[config.mk]
export PLATFORM = sky130hd
export DESIGN_NAME = spi_slave_core
export DESIGN_NICKNAME = d
export VERILOG_FILES = /design/src/rtl/spi_slave_core_pkg.sv /design/src/rtl/spi_edge_sync.sv /design/src/rtl/spi_slave_core.sv
export SDC_FILE = /design/constraint.sdc
export NUM_CORES = 1
export LEC_CHECK = 0
export CELL_PAD_IN_SITES_DETAIL_PLACEMENT = 1
export CELL_PAD_IN_SITES_GLOBAL_PLACEMENT = 1
export CORE_MARGIN = 4
export CORE_UTILIZATION = 46
export CTS_CLUSTER_DIAMETER = 150
export DETAILED_ROUTE_END_ITERATION = 12
export PLACE_DENSITY = 0.8
export SLEW_MARGIN = 20
export SYNTH_ARGS = -nofsm -noshare
export SYNTH_HDL_FRONTEND = slang
export SYNTH_SLANG_ARGS = --single-unit
[constraint.sdc]
create_clock -name clk_i -period 3.3 [get_ports clk_i]
set_input_delay 0.66 -clock clk_i [delete_from_list [all_inputs] [get_ports clk_i]]
set_output_delay 0.66 -clock clk_i [all_outputs]
set_load 0.1 [all_outputs]
[src/rtl/spi_slave_core_pkg.sv]
// ----------------------------------------------------------------------------
// spi_slave_core_pkg
//   Shared definitions for the SPI slave endpoint:
//     - SPI mode constants (mode 0: CPOL=0, CPHA=0)
//     - FSM state encodings (ST_WAIT_SS, ST_IDLE, ST_SHIFT)
//     - RX FIFO depth (only present when SPI_SLAVE_RX_FIFO_EN is defined)
// ----------------------------------------------------------------------------
package spi_slave_core_pkg;

    localparam bit SPI_CPOL = 1'b0;
    localparam bit SPI_CPHA = 1'b0;

    typedef enum logic [1:0] {
        ST_WAIT_SS = 2'd0,
        ST_IDLE    = 2'd1,
        ST_SHIFT   = 2'd2
    } spi_state_t;

`ifdef SPI_SLAVE_RX_FIFO_EN
    localparam int RX_FIFO_DEPTH = 4;
`endif

endpackage

[src/rtl/spi_edge_sync.sv]
// ----------------------------------------------------------------------------
// spi_edge_sync
//   Multi-flop synchronizer for one asynchronous SPI line, plus single-cycle
//   rise/fall pulses derived from the synchronized value and a one-cycle
//   delayed copy of it.
// Parameters
//   SYNC_STAGES  synchronizer depth (>= 2)
//   RST_VAL      value every flop takes during reset
// Ports
//   clk_i   in   system clock
//   reset   in   asynchronous, active-high reset
//   din     in   raw asynchronous input
//   dout    out  synchronized level
//   rise    out  1-cycle pulse on a 0->1 transition of dout
//   fall    out  1-cycle pulse on a 1->0 transition of dout
// ----------------------------------------------------------------------------
module spi_edge_sync #(
    parameter int SYNC_STAGES = 2,
    parameter bit RST_VAL     = 1'b0
) (
    input  logic clk_i,
    input  logic reset,
    input  logic din,
    output logic dout,
    output logic rise,
    output logic fall
);

    logic [SYNC_STAGES-1:0] sync_q;
    logic                   prev_q;

    always_ff @(posedge clk_i or posedge reset) begin
        if (reset) begin
            sync_q <= {SYNC_STAGES{RST_VAL}};
            prev_q <= RST_VAL;
        end else begin
            sync_q <= {sync_q[SYNC_STAGES-2:0], din};
            prev_q <= sync_q[SYNC_STAGES-1];
        end
    end

    assign dout = sync_q[SYNC_STAGES-1];
    assign rise = dout & ~prev_q;
    assign fall = ~dout & prev_q;

endmodule

[src/rtl/spi_slave_core.sv]
// ----------------------------------------------------------------------------
// spi_slave_core
//   SPI mode 0 slave endpoint, oversampled in the clk_i domain (clk_i must be
//   at least 8x SCK). Received words leave on an rx valid/ready stream, reply
//   words are taken from a tx valid/ready stream, MSB first.
// Configuration
//   SPI_SLAVE_RX_FIFO_EN  defined: 4-entry RX FIFO between shifter and rx port.
//                         undefined: single rx holding register.
// Ports
//   clk_i, reset            system clock, asynchronous active-high reset
//   spi_sck/ss/mosi         SPI lines from the router (ss active low)
//   spi_miso                reply bit (driven 0 outside a frame)
//   rx_data/valid/ready     received word stream
//   tx_data/valid/ready     reply word stream (tx_ready pulses on consumption)
//   frame_done              1-cycle pulse when SS deasserts during a frame
//   overrun / underrun      sticky error flags, cleared by err_clr
// ----------------------------------------------------------------------------
module spi_slave_core
    import spi_slave_core_pkg::*;
#(
    parameter int               DATA_W      = 8,
    parameter int               SYNC_STAGES = 2,
    parameter logic [DATA_W-1:0] TX_IDLE    = '0
) (
    input  logic              clk_i,
    input  logic              reset,
    input  logic              spi_sck,
    input  logic              spi_ss,
    input  logic              spi_mosi,
    output logic              spi_miso,
    output logic [DATA_W-1:0] rx_data,
    output logic              rx_valid,
    input  logic              rx_ready,
    input  logic [DATA_W-1:0] tx_data,
    input  logic              tx_valid,
    output logic              tx_ready,
    output logic              frame_done,
    output logic              overrun,
    output logic              underrun,
    input  logic              err_clr
);

    localparam int               CNT_W    = $clog2(DATA_W);
    localparam logic [CNT_W-1:0] LAST_BIT = CNT_W'(DATA_W - 1);

    logic ss_s, ss_rise, ss_fall;
    logic sck_s, sck_rise, sck_fall;
    logic mosi_s, mosi_rise, mosi_fall;

    spi_edge_sync #(.SYNC_STAGES(SYNC_STAGES), .RST_VAL(1'b1)) u_sync_ss (
        .clk_i(clk_i), .reset(reset), .din(spi_ss),
        .dout(ss_s), .rise(ss_rise), .fall(ss_fall)
    );
    spi_edge_sync #(.SYNC_STAGES(SYNC_STAGES), .RST_VAL(1'b0)) u_sync_sck (
        .clk_i(clk_i), .reset(reset), .din(spi_sck),
        .dout(sck_s), .rise(sck_rise), .fall(sck_fall)
    );
    spi_edge_sync #(.SYNC_STAGES(SYNC_STAGES), .RST_VAL(1'b0)) u_sync_mosi (
        .clk_i(clk_i), .reset(reset), .din(spi_mosi),
        .dout(mosi_s), .rise(mosi_rise), .fall(mosi_fall)
    );

    // Only the SCK edges and the MOSI level are consumed.
    logic unused_sync;
    assign unused_sync = ^{sck_s, mosi_rise, mosi_fall};

    spi_state_t              state;
    logic [CNT_W-1:0]        bit_cnt;
    logic [SYNC_STAGES:0]    settle_q;
    logic                    word_done;
    logic [DATA_W-1:0]       rx_shift;
    logic [DATA_W-1:0]       tx_shift;

    logic sample_edge, drive_edge, in_shift, rx_shift_en, tx_shift_en, tx_load;

    // Mode 0/3 sample on rising SCK, modes 1/2 on falling.
    assign sample_edge = (SPI_CPOL ^ SPI_CPHA) ? sck_fall : sck_rise;
    assign drive_edge  = (SPI_CPOL ^ SPI_CPHA) ? sck_rise : sck_fall;

    assign in_shift    = (state == ST_SHIFT) && !ss_rise;
    assign rx_shift_en = in_shift && sample_edge;
    assign tx_shift_en = in_shift && drive_edge;
    // A tx word is pulled at frame start and at every word boundary.
    assign tx_load     = ((state == ST_IDLE) && ss_fall) ||
                         (tx_shift_en && (bit_cnt == '0));
    assign tx_ready    = tx_load && tx_valid;
    assign spi_miso    = (state == ST_SHIFT) ? tx_shift[DATA_W-1] : 1'b0;

    // Control: frame FSM, bit counter, status flags.
    always_ff @(posedge clk_i or posedge reset) begin
        if (reset) begin
            state      <= ST_WAIT_SS;
            bit_cnt    <= '0;
            settle_q   <= '0;
            word_done  <= 1'b0;
            frame_done <= 1'b0;
            underrun   <= 1'b0;
        end else begin
            settle_q   <= {settle_q[SYNC_STAGES-1:0], 1'b1};
            word_done  <= 1'b0;
            frame_done <= 1'b0;
            underrun   <= (underrun & ~err_clr) | (tx_load & ~tx_valid);
            case (state)
                // The ss synchronizer comes out of reset at 1 regardless of
                // the pin; wait until it has flushed so a reset with SS held
                // low cannot look like a fresh SS falling edge.
                ST_WAIT_SS: begin
                    if (settle_q[SYNC_STAGES] && ss_s)
                        state <= ST_IDLE;
                end
                ST_IDLE: begin
                    if (ss_fall) begin
                        state   <= ST_SHIFT;
                        bit_cnt <= '0;
                    end
                end
                ST_SHIFT: begin
                    if (ss_rise) begin
                        state      <= ST_IDLE;
                        frame_done <= 1'b1;
                        bit_cnt    <= '0;
                    end else if (sample_edge) begin
                        bit_cnt   <= (bit_cnt == LAST_BIT) ? '0 : bit_cnt + CNT_W'(1);
                        word_done <= (bit_cnt == LAST_BIT);
                    end
                end
                default: state <= ST_WAIT_SS;
            endcase
        end
    end

    // Datapath shifters: every use is qualified by FSM state, so no reset.
    always_ff @(posedge clk_i) begin
        if (rx_shift_en)
            rx_shift <= {rx_shift[DATA_W-2:0], mosi_s};
        if (tx_load)
            tx_shift <= tx_valid ? tx_data : TX_IDLE;
        else if (tx_shift_en)
            tx_shift <= {tx_shift[DATA_W-2:0], 1'b0};
    end

`ifdef SPI_SLAVE_RX_FIFO_EN
    localparam int               PTR_W    = $clog2(RX_FIFO_DEPTH);
    localparam logic [PTR_W:0]   FULL_CNT = (PTR_W + 1)'(RX_FIFO_DEPTH);

    logic [DATA_W-1:0] fifo_mem [RX_FIFO_DEPTH];
    logic [PTR_W-1:0]  wr_ptr, rd_ptr;
    logic [PTR_W:0]    fifo_cnt;
    logic              fifo_full, fifo_push, fifo_pop;

    assign fifo_full = (fifo_cnt == FULL_CNT);
    assign fifo_pop  = rx_valid && rx_ready;
    // A pop in the same cycle frees the slot the push needs.
    assign fifo_push = word_done && (!fifo_full || fifo_pop);
    assign rx_valid  = (fifo_cnt != '0);
    assign rx_data   = fifo_mem[rd_ptr];

    always_ff @(posedge clk_i or posedge reset) begin
        if (reset) begin
            for (int i = 0; i < RX_FIFO_DEPTH; i++)
                fifo_mem[i] <= '0;
            wr_ptr   <= '0;
            rd_ptr   <= '0;
            fifo_cnt <= '0;
            overrun  <= 1'b0;
        end else begin
            overrun <= (overrun & ~err_clr) | (word_done & ~fifo_push);
            if (fifo_push) begin
                fifo_mem[wr_ptr] <= rx_shift;
                wr_ptr           <= wr_ptr + PTR_W'(1);
            end
            if (fifo_pop)
                rd_ptr <= rd_ptr + PTR_W'(1);
            case ({fifo_push, fifo_pop})
                2'b10:   fifo_cnt <= fifo_cnt + (PTR_W + 1)'(1);
                2'b01:   fifo_cnt <= fifo_cnt - (PTR_W + 1)'(1);
                default: fifo_cnt <= fifo_cnt;
            endcase
        end
    end
`else
    logic rx_blocked;
    assign rx_blocked = rx_valid && !rx_ready;

    // Single holding register: a word landing while the previous one is
    // still unaccepted is dropped; one landing alongside rx_ready replaces it.
    always_ff @(posedge clk_i or posedge reset) begin
        if (reset) begin
            rx_data  <= '0;
            rx_valid <= 1'b0;
            overrun  <= 1'b0;
        end else begin
            overrun <= (overrun & ~err_clr) | (word_done & rx_blocked);
            if (word_done && !rx_blocked) begin
                rx_data  <= rx_shift;
                rx_valid <= 1'b1;
            end else if (rx_valid && rx_ready) begin
                rx_valid <= 1'b0;
            end
        end
    end
`endif

endmodule

==> run metrics <==
hold path startpoint=u_sync_sck.sync_q[0]$_DFF_PP0_; Chip Width=70.3 microns; DR iter-0 viols=38; CTS H-tree depth=2; post-place setup slack=881 ps; hold_buf cts=0; M1 GR Usage=0.174; Post-synth ARST share=0.644; total gr overflow=0; Sink Count=between 40 and 50; CP startpoint=bit_cnt[0]$_DFFE_PP0P_; DR DRC count=0; Leak=slightly below 1 nW; Synth Flop Type=dfrtp_1; Filler cells=381; CTS tree=yes; setup bufs post-CTS=0; XOR/XNOR share of the synthesized area=0; Post-Syn Instances=between 100 and 150; Slew HR=0.465; Post-synth EDFFs=16; Post-Layout Cell Count=between 200 and 250; Post-Place Cells=197; largest family of logic cells by synthesized area=simple AND/OR/NAND/NOR gates; met3 Usage GRT=0.0388; Post-Route WL=3.23 mm; Max Freq=between 300 and 400 MHz; final instance area=2190 sq um; count leader, synth=dfrtp_1; gp weighted congestion=0.773; commonest cells in the netlist=dfrtp_1 (26), edfxtp_1 (16), inv_1 (13); fin worst setup slack=684 ps; Arr. time, crit path=between 1500 and 2000 ps; dominant cell type by area after synthesis=dfrtp_1; compound-gate portion of the synthesized area=0.0751; Peak VDD IR=0.369 mV; Pwr Density=approximately 530 nW/um^2; Max Slew Vio Count=0; Setup CP Type=register to primary output; adder-cell share of the synthesized area=0.0211; layout cells sized above 1=0.242; area share of and/or/nand/nor cells after synthesis=0.122; Most Crowded Layer GR=met2; GRT met2 Usage=0.233; reg2reg start=u_sync_ss.prev_q$_DFF_PP1_; cell area after synthesis=1780 sq um; synthesis warning total=0; multiplexer area fraction after synthesis=0.0646; crit path launch type=register; Seq/Total Area, Yosys=0.679; I/O Buffers=29; antenna cells=0; first drt pass iteration count=2; clock skew=2.08 ps; Max-cap violations=0; CTS resizes=0; ranking of synthesized cells by area=dfrtp_1 (36%), edfxtp_1 (27%), mux2_1 (5.1%); register bit count reported by yosys=45; post-synth top area share=0.365; Root Driver=clkbuf_8; min-delay worst type=register to register; worst slew pin tran=800 ps; Final min period=2620 ps; number of global-route vias before repair=1117; CP Data Required Time=~2600 ps; Clock Latency Late Sink=300 ps; critical path peak fanout=16; die span in y=70.3 microns; initial antenna violation count=0; DR vias/cell=5.06; Rows=22; hold violation total from the final report=0; endpoint class of the critical path=primary output; Vias=slightly above 1000; largest net degree at the start of global routing=21; period utilization=0.793; Core Region=3720 sq um; Total GRT Usage=0.145; synth unique cells=33; DR WL/cell=15.8 microns; Max clock buf depth=2; RSZ-0062 raised after global routing=false; run status=complete, no violations; Syn-to-layout area delta=22.9%; number of routed nets with antenna violations=0; Syn Nets=139; first-pass GRT wire length=5.40 mm; endpoints failing setup=0; nets=175; die area=4940 sq um; initial core utilization=0.480; CTS buffer count=5; hpwl dp=2.42 mm; Post-DP Area=~2100 sq um; Top Ports=30; final setup TNS=0 ps; Avg Inst Size Synth=14.9 sq um; Clock Pin Slew Worst Setup and Hold Paths=about 80 ps
sequential cells by signal, summed over array words and instances, names as in the netlist:
name	flops
bit_cnt	3
frame_done	1
overrun	1
rx_data	8
rx_shift	8
rx_valid	1
settle_q	3
state	2
tx_shift	8
u_sync_mosi.sync_q	2
u_sync_sck.prev_q	1
u_sync_sck.sync_q	2
u_sync_ss.prev_q	1
u_sync_ss.sync_q	2
underrun	1
word_done	1
placed cells by master (no fill, tap or decap):
cell | synthesis | final
dfrtp_1 | 26 | 26
edfxtp_1 | 16 | 16
clkdlybuf4s50_1 | 0 | 15
buf_4 | 0 | 15
inv_1 | 13 | 13
mux2_1 | 8 | 8
nand2b_1 | 5 | 5
nand2_1 | 5 | 5
o21ai_1 | 5 | 5
clkbuf_8 | 0 | 5
nand3_1 | 4 | 4
nand3_2 | 3 | 3
o21ai_2 | 3 | 3
and2_1 | 3 | 3
o22ai_1 | 3 | 3
ha_1 | 3 | 3
dfstp_2 | 3 | 3
nor2_1 | 2 | 2
clkinv_2 | 0 | 2
nor2b_1 | 1 | 1
nand2b_4 | 1 | 1
nand4bb_4 | 1 | 1
nand4bb_2 | 1 | 1
o31ai_4 | 1 | 1
and2b_1 | 1 | 1
o21a_1 | 1 | 1
a21boi_4 | 1 | 1
a22o_1 | 1 | 1
nor3_1 | 1 | 1
mux2_4 | 1 | 1
nand4b_1 | 1 | 1
mux2i_1 | 1 | 1
a22oi_1 | 1 | 1
and3_1 | 1 | 1
clkbuf_1 | 0 | 1
buf_12 | 0 | 1
conb_1 | 1 | 1
stage by stage:
step / total power [W] / hold slack, ps / util
after floorplan: 0.000789 / 331 / -
after global placement: 0.000836 / 333 / 0.568
after detailed placement: 0.000850 / 343 / 0.568
after CTS: 0.00118 / 361 / 0.590
after global routing: 0.00122 / 368 / 0.590
final: 0.00116 / 359 / 0.590
cell families after synthesis:
kind of cell | Yosys count
other cells | 1
compound gates | 16
buf+inv | 15
fa+ha+maj | 3
simple gates | 30
flops | 45
mux | 10
where the power goes:
part,internal (W),switching [W],total [W]
Sequential,0.000620,0.0000242,0.000644
Combinational,0.0000777,0.000115,0.000193
Clock,0.000147,0.000178,0.000324
layer usage:
layer	routed length (microns)	up-vias	part of all wire
li1	-	483	-
met1	1350	525	0.42
met2	1680	21	0.52
met3	134	9	0.041
met4	72	0	0.022
met5	0	-	0
critical path: stages, from the launching register on:
cell and delay [ps]:
dfrtp_1 420, inv_1 70, ha_1 200, nand4bb_4 140, o31ai_4 180, buf_4 250, and2_1 200, buf_12 180
area by class of cell:
cell class / instances / area, sq um / share of cell area
clock inverters: 2 / 10.0 / 0.00457
flip-flops and latches: 45 / 1210 / 0.552
well taps: 48 / 60.1 / 0.0274
repair buffers: 31 / 283 / 0.129
inverters: 13 / 48.8 / 0.0223
clock buffers: 6 / 72.6 / 0.0331
multi-input cells: 60 / 508 / 0.232
worst paths after layout:
kind	slack, ps	depth (start not counted)	endpoint
setup / recovery	680	7	tx_ready
hold / removal	360	0	u_sync_sck.sync_q[1]$_DFF_PP0_
setup reg to reg	1280	3	tx_shift[3]$_DFFE_PP_
hold reg to reg	360	0	u_sync_sck.sync_q[1]$_DFF_PP0_
max in group asynchronous	2090	3	rx_data[3]$_DFFE_PP0P_
min in group asynchronous	630	2	state[1]$_DFFE_PP0P_
Note: power is estimated with default switching activity, not from simulation.
